$ cat src/rtl/prgrom_uart_loader.sv
// Loads a program image into the instruction ROM from a big-endian UART byte stream.
// A word is written one cycle after its 4th byte. Done is asserted one cycle after the last write or after the idle timeout.
// There is no backpressure: every rx_valid byte in RECV/WRITE is taken, and rx_valid in IDLE/DONE is dropped.
module prgrom_uart_loader #(
  parameter int ADDR_W    = 14,
  parameter int MAX_WORDS = 16384,
  parameter int TIMEOUT   = 100000
) (
  input  logic              clock,
  input  logic              reset,
  input  logic              start_pg,
  input  logic              rx_valid,
  input  logic [7:0]        rx_data,
  output logic              mem_we,
  output logic [ADDR_W-1:0] mem_addr,
  output logic [31:0]       mem_wdata,
  output logic              prog_mode,
  output logic              done,
  output logic              error,
  output logic [ADDR_W:0]   word_count
);

  localparam int               TMR_W    = $clog2(TIMEOUT) + 1;
  localparam logic [TMR_W-1:0] TMR_LAST = TMR_W'(TIMEOUT - 1);
  localparam logic [ADDR_W:0]  CNT_LAST = (ADDR_W + 1)'(MAX_WORDS);

  typedef enum logic [1:0] {IDLE, RECV, WRITE, DONE} state_t;

  state_t            state;
  state_t            state_next;
  logic [1:0]        byte_cnt;
  logic [TMR_W-1:0]  timer;
  logic              accept;
  logic              seen_byte;
  logic              timeout_hit;
  logic [ADDR_W:0]   count_inc;

  // A byte is taken in RECV, and in WRITE as byte 0 of the next word.
  assign accept      = rx_valid && (state == RECV || state == WRITE);
  // The idle timer only runs once the session has actually received something.
  assign seen_byte   = (word_count != '0) || (byte_cnt != 2'd0);
  // A byte arriving on the expiry cycle wins over the timeout.
  assign timeout_hit = (state == RECV) && !rx_valid && seen_byte && (timer == TMR_LAST);
  assign count_inc   = word_count + 1'b1;

  // State register.
  always_ff @(posedge clock or posedge reset) begin
    if (reset) state <= IDLE;
    else       state <= state_next;
  end

  // Next-state logic and state-decoded outputs; outputs come straight off the state flops.
  always_comb begin
    state_next = state;
    mem_we     = 1'b0;
    done       = 1'b0;
    prog_mode  = 1'b0;
    case (state)
      IDLE: begin
        if (start_pg) state_next = RECV;
      end
      RECV: begin
        prog_mode = 1'b1;
        if (rx_valid && byte_cnt == 2'd3) state_next = WRITE;
        else if (timeout_hit)             state_next = DONE;
      end
      WRITE: begin
        prog_mode  = 1'b1;
        mem_we     = 1'b1;
        state_next = (count_inc == CNT_LAST) ? DONE : RECV;
      end
      DONE: begin
        prog_mode  = 1'b1;
        done       = 1'b1;
        state_next = IDLE;
      end
      default: state_next = IDLE;
    endcase
  end

  // Datapath: byte assembly, address/count advance, idle timer and error flag.
  always_ff @(posedge clock or posedge reset) begin
    if (reset) begin
      mem_addr   <= '0;
      mem_wdata  <= '0;
      word_count <= '0;
      byte_cnt   <= 2'd0;
      timer      <= '0;
      error      <= 1'b0;
    end else begin
      if (state == IDLE && start_pg) begin
        mem_addr   <= '0;
        word_count <= '0;
        byte_cnt   <= 2'd0;
        timer      <= '0;
        error      <= 1'b0;
      end
      if (accept) begin
        mem_wdata <= {mem_wdata[23:0], rx_data};
        byte_cnt  <= byte_cnt + 2'd1;
        timer     <= '0;
      end else if (state == RECV && seen_byte) begin
        if (timeout_hit) begin
          // A partial word is dropped and flagged.
          error <= (byte_cnt != 2'd0);
          timer <= '0;
        end else begin
          timer <= timer + 1'b1;
        end
      end
      // Address and count advance as the single write cycle ends; the address wraps naturally.
      if (state == WRITE) begin
        mem_addr   <= mem_addr + 1'b1;
        word_count <= count_inc;
      end
    end
  end

endmodule

$ cat config.mk
export PLATFORM = sky130hd
export DESIGN_NAME = prgrom_uart_loader
export DESIGN_NICKNAME = d
export VERILOG_FILES = /design/src/rtl/prgrom_uart_loader.sv
export SDC_FILE = /design/constraint.sdc
export NUM_CORES = 1
export LEC_CHECK = 0
export ABC_AREA = 0
export CORE_UTILIZATION = 42
export CTS_BUF_LIST = sky130_fd_sc_hd__clkbuf_16
export CTS_CLUSTER_SIZE = 8
export DETAILED_ROUTE_END_ITERATION = 12
export PLACE_DENSITY = 0.66
export SLEW_MARGIN = 20
export SYNTH_ARGS = -nofsm -noshare
export SYNTH_HDL_FRONTEND = slang
export SYNTH_SLANG_ARGS = --single-unit
$ cat constraint.sdc
create_clock -name clock -period 8.3 [get_ports clock]
set_input_delay 1.66 -clock clock [delete_from_list [all_inputs] [get_ports clock]]
set_output_delay 1.66 -clock clock [all_outputs]
set_load 0.005 [all_outputs]
== Yosys cells after proc, flatten, opt, wreduce, memory -nomap -nowiden ==
Cells that the tools add are included.
Operators by class
  reduce and logical (&&, ||, !) cells: 18
  $mul: 0
  order comparisons: 0
  shift operators: 0
  add/sub/neg operators: 4
  equal/unequal tests: 8
  div/mod/pow operators: 0
  mux-type cells: 22
  bitwise operators: 0
Operator list (count)
  $mux 18: 4
  $mux 15: 2
  $mux 14: 2
  $add 18x1->18 const B: 1
  $eq 18x17->1 const B: 1
  $add 15x1->15 const B: 1
  $eq 15x15->1 const B: 1
  $reduce_bool 15->1: 1
  $add 14x1->14 const B: 1
  $mux 2: 6
  $pmux 2 s4: 1
  $logic_and 1x1->1: 7
  $mux 1: 7
  $eq 2x2->1 const B: 3
  $reduce_bool 2->1: 3
  $ne 3x2->1 const B: 1
  $reduce_bool 3->1: 1
  $reduce_or 3->1: 1
  $add 2x1->2 const B: 1
  $eq 2x1->1 const B: 1
  $logic_not 2->1: 1
  $logic_or 1x1->1: 2
  $ne 2x2->1 const B: 1
  $reduce_and 2->1: 1
  $logic_not 1->1: 1
Word-level totals
  latch bits: 0
  register bits: 84
  word-level logic and storage cells: 59
  memory bits (writable): 0
  input port bits: 12
  bits in read-only memories: 0
  memories kept: 0

== Depth between registers and ports, before layout ==
Gate-level depths: netlist of the first run.
  word-level depth: 7
  depth in mapped cells: 9

== Worst setup path before layout of the first run ==
No wires, ideal clock.
  path type: input-to-reg
  from: input rx_valid
  to: register state[1]
  arrival: 2991 ps
  path buffers: 0
  stages on the path: 6
  path slack: 5182 ps
  data required time: 8173 ps
  cell sequence: or4b_1 nor4_1 and3_2 o2bb2ai_2 mux2i_1 o31ai_1
Between the ends
  longest elaborated chain between the ends: 6
  elaborated cells on any way between the ends: 9
Ends and longest elaborated chain
  from (decl): line 12  | input logic rx_valid,
  $logic_not 1->1: line 43  | assign timeout_hit = (state == RECV) && !rx_valid && seen_byte && (timer == TMR_LAST);
  $logic_and 1x1->1 (3 in series): line 43
  $ne 3x2->1 (no source line)
  $reduce_and 2->1 (no source line)
  to (signal assigned): line 49  | else state <= state_next;
  to (decl): line 29  | state_t state;
Parallel ways exist; a longest one is shown, timed or not.
A chain may end at the register's enable or synchronous reset.

== Final worst setup path of the first run ==
  from: input rx_valid
  to: register timer[10]
Between the ends
  longest elaborated chain between the ends: 7
  elaborated cells on any way between the ends: 9
Ends and longest elaborated chain
  $logic_not 1->1: line 43
  $logic_and 1x1->1 (3 in series): line 43
  $mux 18: line 103  | if (timeout_hit) begin
  $mux 18: line 102  | end else if (state == RECV && seen_byte) begin
  $mux 18: line 98  | if (accept) begin
  to (signal assigned): line 108  | timer <= timer + 1'b1;
  to (decl): line 32  | logic [TMR_W-1:0] timer;
Parallel ways exist; a longest one is shown, timed or not.

==> results by group, run 1 <==
Timing
  – Count of final max-slew check failures: 0
  – Final Cycle Share: 44.5%
  – Fmax: 271 MHz
  – Final setup fails: 0
  – Rel. slew slack: 42.4%
  – RSZ-0062 raised after global routing: no
  – Post-layout min period: 3690 ps
  – Final setup TNS: 0 ps
  – Clk_skew: 10.7 ps
  – Final hold violations: 0
  – Worst Tran Pin Value: 864 ps

Pwr
  – NetSw: 0.571 mW
  – Switching share of power: 32.9%
  – Leak Pwr: 2.19 nW
  – Int Pwr: 1.17 mW
  – Maximum vdd drop: 0.185 mV
  – Gate power share: 39.3%
  – Cell Pwr Density: 322 mW/mm2
  – Share of power burned in registers: 35.5%
  – Clk pwr share: 25.2%

Worst setup path
  – Worst path required time: 8510 ps
  – CP peak stage delay: 620 ps
  – CP Class: input pin to register
  – Ordered cell list for the critical path: clkdlybuf4s50_1 -> nand2_2 -> nand2_1 -> a21oi_4 -> nor4_1 -> xnor2_1 -> nor2_2
  – CP max-delay cell: nand2_2
  – Startpoint Class: input pin
  – Crit path DAT: 3900 ps
  – CP Max Fanout: 36
  – Worst reg-to-reg setup slack: 5570 ps
  – Crit end category: register

Detailed routing
  – DRC errors left: 0
  – Vias per inst: 5.28
  – Post-DR wirelength/cell: 14.6 um
  – Final WL: 8.81 mm
  – Drt pass-1 iters: 4
  – Post-route antenna net violation count: 0
  – DR iter-0 viols: 140
  – Vias: 3184

CTS
  – Clk sinks: 84
  – Worst skew pair latency: 330 ps
  – TritonCTS clock tree: built
  – Inserted Clock Buffers: 9
  – H-tree Lvls: 3
  – Cts repair resizes: 0
  – Postcts setup bufs: 0
  – Root buf cell: clkbuf_16
  – Clock-pin slew on the worst setup and hold paths: 70 ps
  – Hold Buf Count CTS: 0
  – Clk buf depth: 2

Logic synthesis
  – Post-synthesis average cell area: 10.7 um2
  – Flops & latches, synth: 84
  – Post-Synthesis Cell Area: 0.00421 mm2
  – Mux contribution to synthesized area: 11.5%
  – EDFF count, synth: 0
  – Mapped Cells: 395
  – Yosys cell types: 52
  – Synth Flop Type: dfrtp_1
  – Synth Area in XOR/XNOR: 4.13%
  – Main combinational cell family by area after synthesis: simple AND/OR/NAND/NOR gates
  – Synth Area in Compound Gates: 9.16%
  – Synth async-reset ratio: 100%
  – Synthesis warning total: 0
  – Adder-Cell Fraction of Synth Area: 3.27%
  – Mapped Nets: 418
  – Synth Area in Simple Gates: 18.5%
  – Seq/Total Area, Yosys: 50.0%

Floorplan
  – Die X: 102 um
  – Core area: 0.00973 mm2
  – Total I/O pin count: 77
  – Initial Util: 43.2%
  – Die H: 102 um
  – Rows: 36
  – Full die area: 0.0104 mm2

Placed design
  – I/O Buffers: 76
  – RD Place Congestion: 0.784
  – HPWL Detailed: 5.85 mm

Finish
  – Area of the multi-input gates: 0.00196 mm2
  – FILL cells: 900
  – Fraction of layout cells with a size suffix above 1: 15.5%
  – Reg area: 0.00210 mm2
  – Nets: 488
  – Layout area overhead: 28.2%
  – Number of diodes: 0
  – Post-layout util: 55.4%

Global routing
  – Initial antenna violation count: 0
  – First-pass GRT wire length: 14.9 mm
  – Largest net degree at the start of global routing: 85
  – Global route total overflow: 0
  – Vias in the first global route: 3079
  – GRT Util Overall: 18.3%

Flow run
  – Max_cap viols: 0

Min path
  – Hold crit path type: register to register

Status
  – Outcome: completed
[layout make-up]
type	instances	share of cell area (%)
clock buffers	9	4.18
clock inverters	7	1.95
inverters	13	0.928
multi-input cells	279	36.4
flip-flops and latches	84	39.0
well taps	133	3.09
repair buffers	78	14.5
[worst max-delay path: cells and delay by family]
| family | cells | cell delay, ps |
|---|---|---|
| simple gates | 4 | 1050 |
| xor+xnor | 1 | 220 |
| buf+inv | 1 | 500 |
| compound gates | 1 | 470 |
[synthesized netlist by cell type, drive strengths merged, types with 2 or more instances]
cell type	instances	area [um2]
nor2b	9	56.3
ha	11	138
nor4	9	56.3
dfrtp	84	2100
a21boi	3	22.5
mux2	35	394
xor2	2	17.5
nand3	24	120
buf	8	55.1
nand4	13	87.6
nor2	25	114
nand2	28	108
o31ai	4	30.0
a22o	5	45.0
a21oi	11	66.3
xnor2	17	156
inv	13	48.8
and3	9	58.8
mux2i	9	90.1
and4	3	28.8
o21ai	31	155
clkbuf	11	41.3
a31oi	2	12.5
nor3	14	80.1
[power groups by stage]
stage / registers (mW) / clock network, mW / logic (mW)
finish: 0.616 / 0.438 / 0.683
global route: 0.635 / 0.465 / 0.753
CTS: 0.618 / 0.450 / 0.691
detailed placement: 0.623 / 0 / 0.688
global placement: 0.619 / 0 / 0.674
floorplan: 0.612 / 0 / 0.415
[registers in the layout, indices dropped and copies added, names as in the netlist]
signal	count
byte_cnt	2
error	1
mem_addr	14
mem_wdata	32
state	2
timer	18
word_count	15
[metal layers]
metal / part of all wire [%] / vias to the layer above / wire length (um) / track usage, %
met5: 0 / - / 0 / 0
met4: 1.1 / 0 / 100 / 6.37
met3: 6.8 / 10 / 598 / 6.09
met2: 46 / 84 / 4070 / 27.3
met1: 46 / 1527 / 4050 / 25.0
li1: - / 1563 / - / -
[placed cells by master (no fill, tap or decap), types with 2 or more instances in the layout]
cell	Yosys	layout
dfrtp_1	84	84
clkdlybuf4s50_1	0	76
mux2_2	35	35
o21ai_0	29	29
nand2_1	27	27
nand3_1	24	24
nor2_1	19	19
xnor2_1	16	16
nand4_1	12	12
inv_1	13	12
nor3_1	12	12
ha_1	11	11
nor2b_1	9	9
a21oi_1	10	9
mux2i_1	9	9
nor4_1	9	9
clkbuf_16	0	9
and3_1	7	7
nor2_2	5	5
a22o_1	4	4
o31ai_1	4	4
a21boi_0	3	3
and4_1	2	2
and3_2	2	2
o21ai_1	2	2
nor3_2	2	2
a31oi_1	2	2
xor2_1	2	2
bufinv_16	0	2
inv_6	0	2
[through the flow]
stage                     total power, mW  cell area (um2)  worst slack [ps]  cells  hold WS [ps]
after floorplan                      1.03             4210              4470    395           469
after global placement               1.29             5060              4320    587           461
after detailed placement             1.31             5060              4240    587           479
after CTS                            1.76             5390              4610    603           488
after global routing                 1.85             5390              4440    603           526
final                                1.74             5390              4610    603           482
[cell families (layout without fill, tap and decap cells)]
| logic type | count (synthesis) | count (layout) |
|---|---|---|
| AND/OR/NAND/NOR | 143 | 143 |
| flip-flops | 84 | 84 |
| AO/OA/AOI/OAI | 62 | 62 |
| multiplexers | 44 | 44 |
| buffers and inverters | 32 | 107 |
| XOR/XNOR | 19 | 19 |
| adder cells (fa/ha/maj) | 11 | 11 |
[final timing paths]
| check | start | to | cells after the start |
|---|---|---|---|
| worst max-delay path | rx_valid | timer[10]$_DFFE_PP0P_ | 7 |
| worst min-delay path | mem_addr[13]$_DFFE_PP0P_ | mem_addr[13]$_DFFE_PP0P_ | 1 |
| worst max register to register | state[1]$_DFFE_PP0P_ | timer[10]$_DFFE_PP0P_ | 8 |
| worst min register to register | mem_addr[13]$_DFFE_PP0P_ | mem_addr[13]$_DFFE_PP0P_ | 1 |
| min in group asynchronous | reset | mem_addr[13]$_DFFE_PP0P_ | 3 |
| max in group asynchronous | reset | word_count[6]$_DFFE_PP0P_ | 3 |
Power figures use the tool's default switching activity.
==> inputs of run 2 (changes only) <==
--- a/config.mk
+++ b/config.mk
@@ -10,7 +10,7 @@
 export CTS_BUF_LIST = sky130_fd_sc_hd__clkbuf_16
 export CTS_CLUSTER_SIZE = 8
 export DETAILED_ROUTE_END_ITERATION = 12
-export PLACE_DENSITY = 0.66
+export PLACE_DENSITY = 0.69
 export SLEW_MARGIN = 20
 export SYNTH_ARGS = -nofsm -noshare
 export SYNTH_HDL_FRONTEND = slang
==> constraint.sdc (replaced) <==
create_clock -name clock -period 3.1 [get_ports clock]
set_input_delay 0.62 -clock clock [delete_from_list [all_inputs] [get_ports clock]]
set_output_delay 0.62 -clock clock [all_outputs]
set_load 0.005 [all_outputs]
==> run 2 against run 1 <==
Compared with the run above: critical path depth shrank 4; final area shrank 0.35%; clock power grew 140%; critical endpoint is now mem_we; core utilization shrank 0.19 points; first-iteration DRC count shrank 23%; clock skew shrank 4.9 ps; via count shrank 1.0%; non-clock buffer count grew 2.
==> results by group, run 2 (synthesis results as in run 1) <==
Flow run
  – Max_cap viols: 0

CTS
  – Inserted Clock Buffers: 9
  – Hold Buf Count CTS: 0
  – Clk buf depth: 2
  – Clock-pin slew on the worst setup and hold paths: 70 ps
  – Root buf cell: clkbuf_16
  – TritonCTS clock tree: built
  – Clk sinks: 84
  – Worst skew pair latency: 340 ps
  – H-tree Lvls: 3
  – Postcts setup bufs: 0
  – Cts repair resizes: 0

Placed design
  – I/O Buffers: 76
  – Place WS: 286 ps
  – RD Place Congestion: 0.799
  – HPWL Detailed: 5.92 mm
  – DP Cell Count: 589

Finish
  – Fraction of layout cells with a size suffix above 1: 15.7%
  – Layout area overhead: 27.7%
  – Post-layout util: 55.2%
  – Nets: 490
  – Most flop-heavy register: mem_wdata
  – Number of diodes: 0
  – FILL cells: 876
  – Fin cells: 605
  – Commonest non-fill, non-tap cells in the layout: dfrtp_1, clkdlybuf4s50_1, mux2_2
  – Max FFs per register: 32
  – Most common cell after layout, fill and taps aside: dfrtp_1
  – Biggest regs: mem_wdata x32, timer x18, word_count x15

Floorplan
  – Rows: 36
  – Core area: 0.00973 mm2
  – Die H: 102 um
  – Full die area: 0.0104 mm2
  – Die X: 102 um
  – Initial Util: 43.2%
  – Total I/O pin count: 77

Global routing
  – Vias in the first global route: 3070
  – Largest net degree at the start of global routing: 49
  – Global route total overflow: 0
  – First-pass GRT wire length: 14.6 mm
  – GRT Util Overall: 18.0%
  – Routing usage on met1: 23.9%
  – Met3 global-route usage: 6.91%
  – Initial antenna violation count: 0
  – Global routing met2 resource utilization: 27.1%
  – Busiest grt layer: met2

Detailed routing
  – DRC errors left: 0
  – Drt pass-1 iters: 4
  – Post-DR wirelength/cell: 14.1 um
  – Post-route antenna net violation count: 0
  – Vias: 3151
  – Vias per inst: 5.21
  – DR iter-0 viols: 108
  – Final WL: 8.56 mm

Worst setup path
  – CP Class: register to output port
  – Worst reg-to-reg setup slack: 740 ps
  – CP Max Fanout: 14
  – Startpoint Class: register
  – R2r startpoint: word_count[0]$_DFFE_PP0P_
  – Worst path required time: 2480 ps
  – Reg2Reg Capture Point: timer[11]$_DFFE_PP0P_
  – Worst-case reg-to-reg path depth: 8
  – Crit path DAT: 2040 ps
  – Crit end category: output port

Pwr
  – Cell Pwr Density: 843 mW/mm2
  – Switching share of power: 34.2%
  – NetSw: 1.55 mW
  – Leak Pwr: 2.18 nW
  – Clk pwr share: 23.2%
  – Int Pwr: 2.98 mW
  – Gate power share: 40.5%
  – Share of power burned in registers: 36.3%
  – Maximum vdd drop: 0.585 mV

Min path
  – Worst Hold End: mem_addr[13]$_DFFE_PP0P_
  – Hold crit path type: register to register
  – WHS Path Cells: 1
  – Hold Crit Start: mem_addr[13]$_DFFE_PP0P_

Timing
  – Count of final max-slew check failures: 0
  – Final setup TNS: 0 ps
  – Worst Tran Pin Value: 642 ps
  – Rel. slew slack: 57.1%
  – Final hold violations: 0
  – Final WS setup: 445 ps
  – Post-layout min period: 2660 ps
  – Final Cycle Share: 85.7%
  – Final setup fails: 0
  – Fmax: 377 MHz
  – Hold slack final: 479 ps
  – RSZ-0062 raised after global routing: no
  – Clk_skew: 5.76 ps

Status
  – Outcome: completed
-- run 2: cell count changes in the layout (fill, tap and decap cells not counted) --
cell / delta
inv_8: +2
clkinvlp_4: +1
buf_12: +1
a21oi_2: -1
bufinv_16: -2
buf_4: +2
clkinv_4: -1
a21oi_1: +1
buf_6: -1
-- run 2: layer usage --
layer	up-vias	routed length (um)
li1	1561	-
met1	1503	4030
met2	73	3760
met3	14	644
met4	0	124
met5	-	0
-- run 2: worst max path at each step --
stage / startpoint / endpoint / slack, ps / depth (start not counted)
after global placement: rx_valid / timer[15]$_DFFE_PP0P_ / 340 / 7
after CTS: state[0]$_DFFE_PP0P_ / mem_we / 430 / 3
final: state[0]$_DFFE_PP0P_ / mem_we / 440 / 3
after global routing: state[0]$_DFFE_PP0P_ / mem_we / 350 / 3
after floorplan: reset / byte_cnt[0]$_DFFE_PP0P_ / 310 / 1
after detailed placement: rx_valid / timer[11]$_DFFE_PP0P_ / 290 / 7
-- run 2: area by class of cell --
cell class                      instances  area (um2)  share of cell area (%)
Sequential cell                        84        2100                    39.1
Clock inverter                          7        66.3                    1.23
Multi-Input combinational cell        279        1960                    36.5
Clock buffer                            9         225                    4.19
Tap cell                              133         166                    3.10
Timing Repair Buffer                   80         803                    14.9
Inverter                               13        50.0                   0.931
-- run 2: power groups by stage --
stage	Clock (mW)	Sequential, mW	Combinational (mW)
floorplan	0	1.64	1.11
global placement	0	1.65	1.82
detailed placement	0	1.67	1.85
CTS	1.08	1.65	1.86
global route	1.12	1.69	2.04
finish	1.05	1.65	1.83
-- run 2: worst max-delay path, stage by stage (launching register included) --
cell	delay (ps)
dfrtp_1	410
inv_1	170
ha_1	490
clkdlybuf4s50_1	620
-- run 2: stage by stage --
step | power, mW | instance area [um2]
floorplan | 2.75 | 4210
global route | 4.85 | 5370
CTS | 4.59 | 5370
global placement | 3.47 | 5080
detailed placement | 3.52 | 5080
finish | 4.53 | 5370
==> inputs of run 3 (changes only) <==
--- a/config.mk
+++ b/config.mk
@@ -11,6 +11,7 @@
 export CTS_CLUSTER_SIZE = 8
 export DETAILED_ROUTE_END_ITERATION = 12
 export PLACE_DENSITY = 0.69
+export SKIP_LAST_GASP = 1
 export SLEW_MARGIN = 20
 export SYNTH_ARGS = -nofsm -noshare
 export SYNTH_HDL_FRONTEND = slang
==> results of run 3 <==
No change in the layout: final DEF, timing and power equal those of run 2.
